===== src/rtl/dac_cmd_sequencer_if.sv =====
// rtl/dac_cmd_sequencer_if.sv - command, SPI request and status signals of dac_cmd_sequencer
interface dac_cmd_sequencer_if #(
  parameter int DEPTH = 8
);
  localparam int LW = $clog2(DEPTH) + 1;

  logic          cmd_valid;
  logic          cmd_ready;
  logic          cmd_sel;
  logic [23:0]   cmd_word;
  logic          flush;
  logic          spi_wr_req;
  logic [23:0]   spi_wr_data;
  logic          dac_sel;
  logic          spi_ack;
  logic          busy;
  logic [LW-1:0] fifo_level;
  logic          err_timeout;
  logic          err_clr;

  modport master (
    output cmd_valid, cmd_sel, cmd_word, flush, spi_ack, err_clr,
    input  cmd_ready, spi_wr_req, spi_wr_data, dac_sel, busy, fifo_level, err_timeout
  );

  modport slave (
    input  cmd_valid, cmd_sel, cmd_word, flush, spi_ack, err_clr,
    output cmd_ready, spi_wr_req, spi_wr_data, dac_sel, busy, fifo_level, err_timeout
  );
endinterface


===== src/rtl/dac_cmd_sequencer.sv =====
// rtl/dac_cmd_sequencer.sv - queues DAC words and issues them to the SPI master with a CSn-high gap
// Optional ack watchdog enabled by defining DAC_SEQ_TIMEOUT_EN.
module dac_cmd_sequencer #(
  parameter int DEPTH          = 8,
  parameter int GAP_CYCLES     = 16,
  parameter int TIMEOUT_CYCLES = 65535
) (
  input  logic                clk,
  input  logic                rst_n,
  dac_cmd_sequencer_if.slave  bus
);
  localparam int AW = $clog2(DEPTH);
  localparam int LW = AW + 1;

  typedef enum logic [1:0] {S_IDLE, S_REQ, S_GAP} state_e;

  state_e        state_q, state_d;
  logic [24:0]   mem_q [DEPTH];
  logic [AW-1:0] wr_ptr_q, rd_ptr_q;
  logic [LW-1:0] level_q, level_d;
  logic          req_q, req_d;
  logic          sel_q, sel_d;
  logic [23:0]   data_q, data_d;
  logic [7:0]    gap_q, gap_d;
  logic          full, empty, push, pop, tmo_expire;

  assign full  = (level_q == LW'(DEPTH));
  assign empty = (level_q == '0);
  // A flush in the same cycle discards the offered command.
  assign push  = bus.cmd_valid && !full && !bus.flush;

  always_ff @(posedge clk) begin
    if (push) mem_q[wr_ptr_q] <= {bus.cmd_sel, bus.cmd_word};
  end

  always_comb begin
    level_d = level_q;
    if (bus.flush)        level_d = '0;
    else if (push && !pop) level_d = level_q + 1'b1;
    else if (!push && pop) level_d = level_q - 1'b1;
  end

  always_ff @(posedge clk or negedge rst_n) begin
    if (!rst_n) begin
      wr_ptr_q <= '0;
      rd_ptr_q <= '0;
      level_q  <= '0;
    end else begin
      level_q <= level_d;
      if (bus.flush) begin
        wr_ptr_q <= '0;
        rd_ptr_q <= '0;
      end else begin
        if (push) wr_ptr_q <= wr_ptr_q + 1'b1;
        if (pop)  rd_ptr_q <= rd_ptr_q + 1'b1;
      end
    end
  end

  always_comb begin
    state_d = state_q;
    req_d   = req_q;
    sel_d   = sel_q;
    data_d  = data_q;
    gap_d   = gap_q;
    pop     = 1'b0;
    unique case (state_q)
      S_IDLE: begin
        if (!empty && !bus.flush) begin
          pop             = 1'b1;
          {sel_d, data_d} = mem_q[rd_ptr_q];
          req_d           = 1'b1;
          state_d         = S_REQ;
        end
      end
      S_REQ: begin
        if (bus.spi_ack || tmo_expire) begin
          req_d = 1'b0;
          if (GAP_CYCLES == 0) begin
            state_d = S_IDLE;
          end else begin
            gap_d   = 8'(GAP_CYCLES);
            state_d = S_GAP;
          end
        end
      end
      S_GAP: begin
        // Leaving on a count of 1 yields exactly GAP_CYCLES cycles here.
        gap_d = gap_q - 8'd1;
        if (gap_q <= 8'd1) state_d = S_IDLE;
      end
      default: state_d = S_IDLE;
    endcase
  end

  always_ff @(posedge clk or negedge rst_n) begin
    if (!rst_n) begin
      state_q <= S_IDLE;
      req_q   <= 1'b0;
      sel_q   <= 1'b0;
      data_q  <= '0;
      gap_q   <= '0;
    end else begin
      state_q <= state_d;
      req_q   <= req_d;
      sel_q   <= sel_d;
      data_q  <= data_d;
      gap_q   <= gap_d;
    end
  end

`ifdef DAC_SEQ_TIMEOUT_EN
  logic [31:0] tmo_q;
  logic        err_q;

  // Counter is held at zero outside REQ so every request starts a fresh window.
  assign tmo_expire = (state_q == S_REQ) && !bus.spi_ack &&
                      (tmo_q == 32'(TIMEOUT_CYCLES - 1));

  always_ff @(posedge clk or negedge rst_n) begin
    if (!rst_n) begin
      tmo_q <= '0;
      err_q <= 1'b0;
    end else begin
      tmo_q <= (state_q == S_REQ) ? tmo_q + 32'd1 : 32'd0;
      if (tmo_expire)       err_q <= 1'b1;
      else if (bus.err_clr) err_q <= 1'b0;
    end
  end

  assign bus.err_timeout = err_q;
`else
  logic unused_timeout;

  assign tmo_expire      = 1'b0;
  assign bus.err_timeout = 1'b0;
  assign unused_timeout  = ^{bus.err_clr, 32'(TIMEOUT_CYCLES)};
`endif

  assign bus.cmd_ready   = !full;
  assign bus.busy        = (state_q != S_IDLE) || !empty;
  assign bus.fifo_level  = level_q;
  assign bus.spi_wr_req  = req_q;
  assign bus.spi_wr_data = data_q;
  assign bus.dac_sel     = sel_q;
endmodule


===== src/flat_wrapper.sv =====
// flat-port wrapper written by rule: the top's interface ports become plain ports
module dac_cmd_sequencer_flat 
#(
  parameter int DEPTH          = 8,
  parameter int GAP_CYCLES     = 16,
  parameter int TIMEOUT_CYCLES = 65535
)
  (clk, rst_n, bus_cmd_valid, bus_cmd_sel, bus_cmd_word, bus_flush, bus_spi_ack, bus_err_clr, bus_cmd_ready, bus_spi_wr_req, bus_spi_wr_data, bus_dac_sel, bus_busy, bus_fifo_level, bus_err_timeout);
  dac_cmd_sequencer_if #(.DEPTH(DEPTH)) bus_i ();
  input  logic clk;
  input  logic rst_n;
  input wire logic [$bits(bus_i.cmd_valid)-1:0] bus_cmd_valid;
  input wire logic [$bits(bus_i.cmd_sel)-1:0] bus_cmd_sel;
  input wire logic [$bits(bus_i.cmd_word)-1:0] bus_cmd_word;
  input wire logic [$bits(bus_i.flush)-1:0] bus_flush;
  input wire logic [$bits(bus_i.spi_ack)-1:0] bus_spi_ack;
  input wire logic [$bits(bus_i.err_clr)-1:0] bus_err_clr;
  output wire logic [$bits(bus_i.cmd_ready)-1:0] bus_cmd_ready;
  output wire logic [$bits(bus_i.spi_wr_req)-1:0] bus_spi_wr_req;
  output wire logic [$bits(bus_i.spi_wr_data)-1:0] bus_spi_wr_data;
  output wire logic [$bits(bus_i.dac_sel)-1:0] bus_dac_sel;
  output wire logic [$bits(bus_i.busy)-1:0] bus_busy;
  output wire logic [$bits(bus_i.fifo_level)-1:0] bus_fifo_level;
  output wire logic [$bits(bus_i.err_timeout)-1:0] bus_err_timeout;
  assign bus_i.cmd_valid = bus_cmd_valid;
  assign bus_i.cmd_sel = bus_cmd_sel;
  assign bus_i.cmd_word = bus_cmd_word;
  assign bus_i.flush = bus_flush;
  assign bus_i.spi_ack = bus_spi_ack;
  assign bus_i.err_clr = bus_err_clr;
  assign bus_cmd_ready = bus_i.cmd_ready;
  assign bus_spi_wr_req = bus_i.spi_wr_req;
  assign bus_spi_wr_data = bus_i.spi_wr_data;
  assign bus_dac_sel = bus_i.dac_sel;
  assign bus_busy = bus_i.busy;
  assign bus_fifo_level = bus_i.fifo_level;
  assign bus_err_timeout = bus_i.err_timeout;
  dac_cmd_sequencer #(.DEPTH(DEPTH), .GAP_CYCLES(GAP_CYCLES), .TIMEOUT_CYCLES(TIMEOUT_CYCLES)) u_core (.clk(clk), .rst_n(rst_n), .bus(bus_i));
endmodule

===== config.mk =====
export PLATFORM = sky130hd
export DESIGN_NAME = dac_cmd_sequencer_flat
export DESIGN_NICKNAME = d
export VERILOG_FILES = /design/src/rtl/dac_cmd_sequencer_if.sv /design/src/rtl/dac_cmd_sequencer.sv /design/src/flat_wrapper.sv
export SDC_FILE = /design/constraint.sdc
export NUM_CORES = 1
export LEC_CHECK = 0
export CELL_PAD_IN_SITES_DETAIL_PLACEMENT = 0
export CELL_PAD_IN_SITES_GLOBAL_PLACEMENT = 1
export CORE_MARGIN = 8
export CORE_UTILIZATION = 40
export CTS_CLUSTER_SIZE = 8
export DETAILED_ROUTE_END_ITERATION = 16
export HOLD_SLACK_MARGIN = 0.12
export PLACE_DENSITY_LB_ADDON = 0.3
export SYNTH_ARGS = -nofsm -noshare
export SYNTH_HDL_FRONTEND = slang
export SYNTH_SLANG_ARGS = --single-unit

===== constraint.sdc =====
create_clock -name clk -period 4.2 [get_ports clk]
set_input_delay 0.84 -clock clk [delete_from_list [all_inputs] [get_ports clk]]
set_output_delay 0.84 -clock clk [all_outputs]
set_load 0.05 [all_outputs]

## Word-level counts from Yosys, hierarchy flattened

Memory sizes are Yosys's and may differ from the RTL's. A register that Yosys moved wholly into a read port is not among the register bits.
Cells that the tools add are included.

- Memories kept: 1
- Word-level logic and storage cells: 63
- RAM bits: 200
- Bits in registers: 21

Memory list:

| name | depth | width | read ports | clocked after memory_dff | write ports | RTL line | text |
|---|---|---|---|---|---|---|---|
| u_core.mem_q | 8 | 25 | 1 | 1 | 1 | dac_cmd_sequencer.sv:18 | `logic [24:0] mem_q [DEPTH];` |

- Reduce and logical (&&, ||, !) cells: 24
- Multiplexer cells: 20
- Eq/ne operators: 6
- $add $sub $neg: 5
- $lt $le $gt $ge: 1

Operator list:

| kind | count |
|---|---|
| $pmux 8 s2 | 1 |
| $mux 3 | 4 |
| $mux 4 | 3 |
| $reduce_bool 2->1 | 5 |
| $le 8x1->1 const B | 1 |
| $mux 8 | 1 |
| $sub 8x1->8 const B | 1 |
| $add 3x1->3 const B | 2 |
| $logic_not 1->1 | 6 |
| $mux 1 | 6 |
| $mux 2 | 3 |
| $pmux 2 s3 | 1 |
| $reduce_and 3->1 | 2 |
| $logic_and 1x1->1 | 5 |
| $add 4x1->4 const B | 1 |
| $eq 4x4->1 const B | 1 |
| $logic_not 4->1 | 1 |
| $ne 2x1->1 const B | 2 |
| $reduce_and 2->1 | 2 |
| $sub 4x1->4 const B | 1 |
| $reduce_bool 3->1 | 1 |
| $eq 2x1->1 const B | 1 |
| $eq 2x2->1 const B | 1 |
| $logic_not 2->1 | 1 |
| 3 further kinds | 3 |

## Depth between registers and ports, before layout

Gate-level depths: netlist of run 1.

- Word-level depth: 9
- Depth in mapped cells: 11
- Depth with buffers taken out: 9

## Least setup slack after synthesis of run 1

OpenSTA, ideal clock, no wires.

- Path kind: reg-to-reg
- Start: register u_core.level_q[1], in the netlist u_core.bus.fifo_level[1]
- End: memory u_core.mem_q[0][0] (enable)
- Slack: 0.346 ns
- Data required time: 3.762 ns
- Cell stages (with the launch flop): 6
- Path buffers: 1
- Data arrival time: 3.416 ns
- Cell sequence: dfrtp_1 or4b_4 buf_6 nand2_1 or3_1 nor3_1

- Cells in the longest elaborated chain, start to end: 6

Ends and longest elaborated chain:

| element | RTL line | text |
|---|---|---|
| from (decl) | dac_cmd_sequencer.sv:20 | `logic [LW-1:0] level_q, level_d;` |
| from (signal assigned) | dac_cmd_sequencer.sv:49 | `level_q <= level_d;` |
| $eq 4x4->1 | dac_cmd_sequencer.sv:27 | `assign full = (level_q == LW'(DEPTH));` |
| $logic_not 1->1 | -- |  |
| named net bus_cmd_ready | flat_wrapper.sv:18 | `output wire logic [$bits(bus_i.cmd_ready)-1:0] bus_cmd_ready;` |
| $logic_and 1x1->1 (2 in series) | dac_cmd_sequencer.sv:30 | `assign push = bus.cmd_valid && !full && !bus.flush;` |
| $mux 1 | dac_cmd_sequencer.sv:33 | `if (push) mem_q[wr_ptr_q] <= {bus.cmd_sel, bus.cmd_word};` |
| $mux 1 (implied by the code) | dac_cmd_sequencer.sv:33 |  |
| to (decl) | dac_cmd_sequencer.sv:18 |  |

The timed path passes the listed nets, and every way through them passes these cells.

## Worst setup path after layout of run 1

- Start: register u_core.level_q[0], in the netlist u_core.bus.fifo_level[0]
- End: output port bus_busy

- Cells in the longest elaborated chain, start to end: 3

Ends and longest elaborated chain:

| element | RTL line | text |
|---|---|---|
| $logic_not 4->1 | dac_cmd_sequencer.sv:28 | `assign empty = (level_q == '0);` |
| $logic_not 1->1 | dac_cmd_sequencer.sv:141 | `assign bus.busy = (state_q != S_IDLE) \|\| !empty;` |
| $logic_or 1x1->1 | dac_cmd_sequencer.sv:141 |  |
| to (decl) | flat_wrapper.sv:22 | `output wire logic [$bits(bus_i.busy)-1:0] bus_busy;` |

Every way passes these cells.

==> results of run 1 <==
[power groups by stage]
stage,combinational (mW),clock (mW),sequential [mW]
2_1_floorplan,1.05,0,3.55
3_3_place_gp,1.90,0,3.29
3_5_place_dp,1.93,0,3.30
4_1_cts,1.94,2.73,3.26
5_1_grt,2.06,2.82,3.31
6_report,1.91,2.66,3.25
[layer usage]
layer	vias to the layer above	GRT usage [%]	part of all wire, %
met5	-	0	0.068
met4	2	4.23	1.7
met3	34	3.21	5.6
met2	115	21.7	48
met1	2609	17.4	45
li1	2236	-	-
[placed cells by master (no fill, tap or decap), types with 2 or more instances in the layout]
cell type | synthesis | layout
buf_4 | 1 | 21
mux2i_1 | 26 | 26
dfrtp_1 | 46 | 43
clkbuf_16 | 0 | 36
or3_1 | 3 | 3
nor2_1 | 41 | 35
nor3_1 | 8 | 6
dfrtp_2 | 0 | 2
nor3b_2 | 2 | 2
a21oi_1 | 29 | 29
o21ai_0 | 7 | 7
clkdlybuf4s50_1 | 0 | 60
nand2_1 | 10 | 10
nand3_1 | 6 | 6
clkbuf_1 | 11 | 26
nor2b_1 | 3 | 3
xor2_1 | 5 | 5
nor3_2 | 0 | 2
nand2b_1 | 4 | 4
or4_1 | 2 | 2
a2111oi_0 | 2 | 2
ha_1 | 6 | 6
nor2_2 | 1 | 6
o41ai_1 | 2 | 2
nand3b_1 | 3 | 3
mux4_2 | 50 | 50
edfxtp_1 | 200 | 200
a21o_1 | 2 | 2
inv_1 | 8 | 8
[sequential cells by signal, summed over array words and instances, names as in the netlist]
name	flops
u_core.mem_q	200
u_core.bus.spi_wr_data	24
u_core.gap_q	8
u_core.bus.fifo_level	4
u_core.rd_ptr_q	3
u_core.wr_ptr_q	3
u_core.state_q	2
u_core.bus.dac_sel	1
u_core.bus.spi_wr_req	1
[area by class of cell]
type / instances / area, µm² / area share (%)
Clock inverter: 3 / 66.3 / 0.561
Multi-Input combinational cell: 234 / 2370 / 20.1
Tap cell: 324 / 405 / 3.43
Inverter: 8 / 30.0 / 0.254
Sequential cell: 246 / 7160 / 60.6
Clock buffer: 63 / 1010 / 8.57
Timing Repair Buffer: 82 / 763 / 6.46
[cells by family after synthesis]
| logic type | count (synthesis) | synth area share [%] |
|---|---|---|
| flip-flops | 246 | 74.0 |
| AND/OR/NAND/NOR | 92 | 4.97 |
| multiplexers | 76 | 14.3 |
| AO/OA/AOI/OAI | 52 | 3.34 |
| buffers and inverters | 38 | 1.84 |
| adder cells (fa/ha/maj) | 7 | 0.983 |
| XOR/XNOR | 6 | 0.543 |
| other | 1 | 0.0388 |
[Yosys cell counts (all sizes together) (2+ instances only)]
cell	number	area (µm²)
nand2b	4	25.0
nand3b	3	22.5
o21ai	8	40.0
o41ai	2	17.5
buf	19	106
nor2	42	160
nor3b	2	25.0
xor2	5	43.8
mux2i	26	260
nand3	6	30.0
mux4	50	1130
ha	6	75.1
a21oi	29	145
nand2	10	37.5
a2111oi	2	17.5
nor3	8	40.0
nor4	2	27.5
dfrtp	46	1150
a211oi	2	27.5
clkbuf	11	41.3
or4	3	23.8
edfxtp	200	6010
a21o	3	23.8
nor2b	3	18.8
or3	4	26.3
inv	8	30.0
[final timing paths]
path,from,to,depth (start not counted)
worst min-delay path,rst_n,u_core.bus.fifo_level[0]$_DFFE_PN0P_,1
min in group clk,u_core.gap_q[7]$_DFFE_PN0P_,u_core.gap_q[7]$_DFFE_PN0P_,1
worst max-delay path,u_core.bus.fifo_level[0]$_DFFE_PN0P_,bus_busy,3
worst min register to register,u_core.gap_q[7]$_DFFE_PN0P_,u_core.gap_q[7]$_DFFE_PN0P_,1
worst max register to register,u_core.bus.fifo_level[0]$_DFFE_PN0P_,u_core.bus.fifo_level[3]$_DFFE_PN0P_,8
max in group asynchronous,rst_n,u_core.bus.spi_wr_data[21]$_DFFE_PN0P_,2
==> flow_metrics.env, run 1 <==
export IMPL_critPathKind="reg -> out"
export IMPL_drc=0
export IMPL_final_instance_count_excl_fill=960
export IMPL_finalCoreUtilization_pct=49.1
export IMPL_crit_required_ps=3360
export IMPL_dieArea_um2=29400
export IMPL_diodes=0
export IMPL_worstPathCellList="nor4_4 > nand2_1 > clkdlybuf4s50_1"
export IMPL_design_area_um2=11800
export IMPL_avgRoutedWirePerCell_um=20.0
export IMPL_ant_nets=0
export IMPL_setup_violations_final=0
export IMPL_num_vias=4996
export IMPL_holdWs_ps=371
export IMPL_io_buffers=61
export IMPL_p_per_area_nw_per_um2=662
export IMPL_avgSynthCellArea_um2=18.7
export IMPL_final_net_count=646
export IMPL_n_fill_cell=1997
export IMPL_syn_inst=518
export IMPL_post_cts_setup_buffers=0
export IMPL_clk_path_buf_depth=3
export IMPL_grt_max_degree=54
export IMPL_grt_pass1_vias=5286
export IMPL_cpPeakStageDelay_ps=730
export IMPL_synth_warning_count=0
export IMPL_cts_buffers=36
export IMPL_fin_crit_ps=3210
export IMPL_finalWorstSetupSlack_ps=987
export IMPL_fp_dieW_um=172
export IMPL_io_pins=64
export IMPL_drt_iter0_markers=322
export IMPL_cts_sinks=246
export IMPL_rows=57
export IMPL_synthArstFlopShare_pct=18.7
export IMPL_hpwl_um=11100
export IMPL_synth_seq_area_share_pct=74.0
export IMPL_start_kind="flop"
export IMPL_p_int_mw=5.35
export IMPL_synth_nets=556
export IMPL_viasPerCell=5.20
export IMPL_placed_area_um2=10700
export IMPL_firstDrtPassIters=5
export IMPL_rrSetupSlack_ps=1350
export IMPL_cts_root_buffer="clkbuf_16"
export IMPL_drive_gt1_share_pct=21.1
export IMPL_routabilityCongestion=0.729
export IMPL_max_freq_mhz=311
export IMPL_cts_repair_resized=0
export IMPL_cp_slowest_cell="clkdlybuf4s50_1"
export IMPL_cts_hold_buffers=0
export IMPL_start_util_pct=40.3
export IMPL_dp_cells=894
export IMPL_status="finished, final reports clean"
export IMPL_hold_viol_final=0
export IMPL_overflow=0
export IMPL_hp_class="in -> async"
export IMPL_cts_tree="done"
export IMPL_relSlewSlack_pct=28.5
export IMPL_max_cap_violations=0
export IMPL_combPwrFrac_pct=24.4
export IMPL_grt_usage_pct=13.3
export IMPL_area_delta_synth_final_pct=22.1
export IMPL_synth_edff_count=200
export IMPL_vdd_ir_drop_max_mv=0.329
export IMPL_clock_latency_ps=510
export IMPL_power_switching_mw=2.48
export IMPL_seqPwrFrac_pct=41.5
export IMPL_clock_power_share_pct=34.1
export IMPL_antenna_found_initial=1
export IMPL_path_max_fanout=10
export IMPL_tns_ps=0
export IMPL_skew_ps=19.4
export IMPL_core_um2=24000
export IMPL_crit_family="buffers and inverters"
export IMPL_worst_setup_path_end_kind="primary output"
export IMPL_crit_arrival_ps=2370
export IMPL_yosysUniqueCellTypes=50
export IMPL_clk_pin_slew_worst_paths_ps=50
export IMPL_die_h_um=172
export IMPL_synth_area_um2=9680
export IMPL_p_leak_nw=3.91
export IMPL_dp_slack_ps=802
export IMPL_cp_num_buf_inv=1
export IMPL_cts_max_level=2
export IMPL_grt_pass1_wl_um=29800
export IMPL_synthFlopType="edfxtp_1"
export IMPL_max_slew_worst_pin_slew_ps=1070
export IMPL_rsz0062_at_grt="false"
export IMPL_slew_viol_final=0
export IMPL_total_power_mw=7.82
export IMPL_fin_crit_sh_pct=76.5
export IMPL_switching_share_pct=31.7
export IMPL_synth_seq_cells=246
export IMPL_totalWireLength_um=19200
(Power assumes the default switching activity.)
==> inputs of run 2 (changes only) <==
==> constraint.sdc (replaced) <==
create_clock -name clk -period 2.7 [get_ports clk]
set_input_delay 0.54 -clock clk [delete_from_list [all_inputs] [get_ports clk]]
set_output_delay 0.54 -clock clk [all_outputs]
set_load 0.05 [all_outputs]
==> flow_metrics.env, run 2 (same netlist as run 1, synthesis figures left out) <==
export IMPL_min_to="u_core.bus.spi_wr_req$_DFFE_PN0P_"
export IMPL_setup_violations_final=0
export IMPL_drc=0
export IMPL_dieArea_um2=29400
export IMPL_finalCoreUtilization_pct=50.2
export IMPL_final_net_count=661
export IMPL_timing_rr_start="u_core.bus.fifo_level[1]$_DFFE_PN0P_"
export IMPL_overflow=0
export IMPL_avgRoutedWirePerCell_um=20.2
export IMPL_path_max_fanout=9
export IMPL_p_leak_nw=3.99
export IMPL_final_instance_count_excl_fill=973
export IMPL_firstDrtPassIters=6
export IMPL_fin_crit_ps=2590
export IMPL_clk_pin_slew_worst_paths_ps=50
export IMPL_worstPathCellList="or4b_4 > nand2_4 > or3_4 > ha_4 > a21o_2 > a21o_1 > or4_1 > nand3_1"
export IMPL_clk_path_buf_depth=3
export IMPL_fin_crit_sh_pct=96.0
export IMPL_worst_setup_path_end_kind="flop"
export IMPL_die_h_um=172
export IMPL_cts_root_buffer="clkbuf_16"
export IMPL_grt_pass1_vias=5481
export IMPL_vdd_ir_drop_max_mv=0.571
export IMPL_holdWs_ps=475
export IMPL_cp_slowest_cell="or4b_4"
export IMPL_area_delta_synth_final_pct=24.7
export IMPL_relSlewSlack_pct=55.2
export IMPL_hp_class="reg -> reg"
export IMPL_io_buffers=61
export IMPL_rr_worst_depth=8
export IMPL_critPathKind="reg -> reg"
export IMPL_crit_family="simple AND/OR/NAND/NOR gates"
export IMPL_max_cap_violations=0
export IMPL_grt_usage_pct=14.1
export IMPL_cts_sinks=246
export IMPL_totalWireLength_um=19700
export IMPL_routabilityCongestion=0.747
export IMPL_grt_pass1_wl_um=31300
export IMPL_cpPeakStageDelay_ps=650
export IMPL_skew_ps=9.70
export IMPL_cts_tree="done"
export IMPL_grt_max_degree=54
export IMPL_hold_viol_final=0
export IMPL_p_per_area_nw_per_um2=1010
export IMPL_cts_buffers=36
export IMPL_clock_latency_ps=490
export IMPL_rrSetupSlack_ps=110
export IMPL_status="finished, final reports clean"
export IMPL_io_pins=64
export IMPL_drt_iter0_markers=383
export IMPL_rsz0062_at_grt="false"
export IMPL_hold_depth=1
export IMPL_r2r_end="u_core.bus.fifo_level[3]$_DFFE_PN0P_"
export IMPL_antenna_found_initial=0
export IMPL_largest_register="u_core.mem_q"
export IMPL_start_util_pct=40.3
export IMPL_crit_required_ps=3120
export IMPL_max_slew_worst_pin_slew_ps=672
export IMPL_core_um2=24000
export IMPL_cp_num_buf_inv=0
export IMPL_diodes=0
export IMPL_slew_viol_final=0
export IMPL_total_power_mw=12.2
export IMPL_drive_gt1_share_pct=23.9
export IMPL_mostFrequentLayoutCell="edfxtp_1"
export IMPL_finalWorstSetupSlack_ps=108
export IMPL_post_cts_setup_buffers=0
export IMPL_hpwl_um=12000
export IMPL_start_kind="flop"
export IMPL_num_vias=5069
export IMPL_viasPerCell=5.21
export IMPL_final_cell_mix="200 x edfxtp_1, 58 x clkdlybuf4s50_1, 50 x mux4_2, 39 x dfrtp_1, 36 x clkbuf_16"
export IMPL_crit_arrival_ps=3010
export IMPL_rows=57
export IMPL_cts_max_level=2
export IMPL_max_freq_mhz=386
export IMPL_ant_nets=0
export IMPL_dp_slack_ps=-133
export IMPL_largest_reg_flops=200
export IMPL_fp_dieW_um=172
export IMPL_dp_cells=908
export IMPL_hold_start="u_core.bus.spi_wr_req$_DFFE_PN0P_"
## run 2: changes by cell type in the layout (fill, tap and decap cells not counted), moves of 2 or more
cell / before / now
buf_12: 0 / 13
clkbuf_2: 0 / 2
clkdlybuf4s50_1: 60 / 58
dfrtp_1: 43 / 39
dfrtp_2: 2 / 5
nor3_2: 2 / 0
nor3_4: 0 / 2
## run 2: worst max-delay path by stage
stage                                               startpoint                              endpoint  slack, ps  cells past startpoint
after floorplan           u_core.bus.fifo_level[0]$_DFFE_PN0P_          u_core.mem_q[7][0]$_DFFE_PP_         20                      5
after global placement                               bus_flush  u_core.bus.fifo_level[3]$_DFFE_PN0P_        -90                      9
after detailed placement                             bus_flush  u_core.bus.fifo_level[3]$_DFFE_PN0P_       -130                      9
after CTS                 u_core.bus.fifo_level[1]$_DFFE_PN0P_                         bus_cmd_ready        -20                      2
after global routing      u_core.bus.fifo_level[1]$_DFFE_PN0P_  u_core.bus.fifo_level[3]$_DFFE_PN0P_         60                      8
final                     u_core.bus.fifo_level[1]$_DFFE_PN0P_  u_core.bus.fifo_level[3]$_DFFE_PN0P_        110                      8
## run 2: through the flow
stage | setup TNS, ps | area, µm²
3_3_place_gp | -89.8 | 11000
5_1_grt | 0 | 12100
6_report | 0 | 12100
4_1_cts | -19.4 | 12100
3_5_place_dp | -133 | 11000
2_1_floorplan | 0 | 9750
## run 2: layer usage
layer  track usage (%)  share of wire (%)  vias up
li1                  -                  -     2279
met3              3.44                6.2       32
met4              4.35                1.7        0
met2              22.7                 48      135
met5                 0                  0        -
met1              18.5                 44     2623
## run 2: area by class of cell
type / count / area [µm²]
tap: 324 / 405
clock inverter: 2 / 25.0
clock buffer: 62 / 998
sequential: 246 / 7170
fill: 1981 / 12000
multi-input combinational: 234 / 2410
inverter: 8 / 30.0
timing repair buffer: 97 / 1030
## run 2: timing repair
item / in CTS / in global routing
endpoints found under the setup margin: 2 / 2
hold endpoints to repair: 21 / 0
gates cloned: 0 / 0
hold buffers: 1 / 0
resized for setup: 2 / 4
## run 2: power by group
group          switching, mW  internal, mW
logic                   1.94          1.36
registers              0.376          4.52
clock network           1.49          2.49
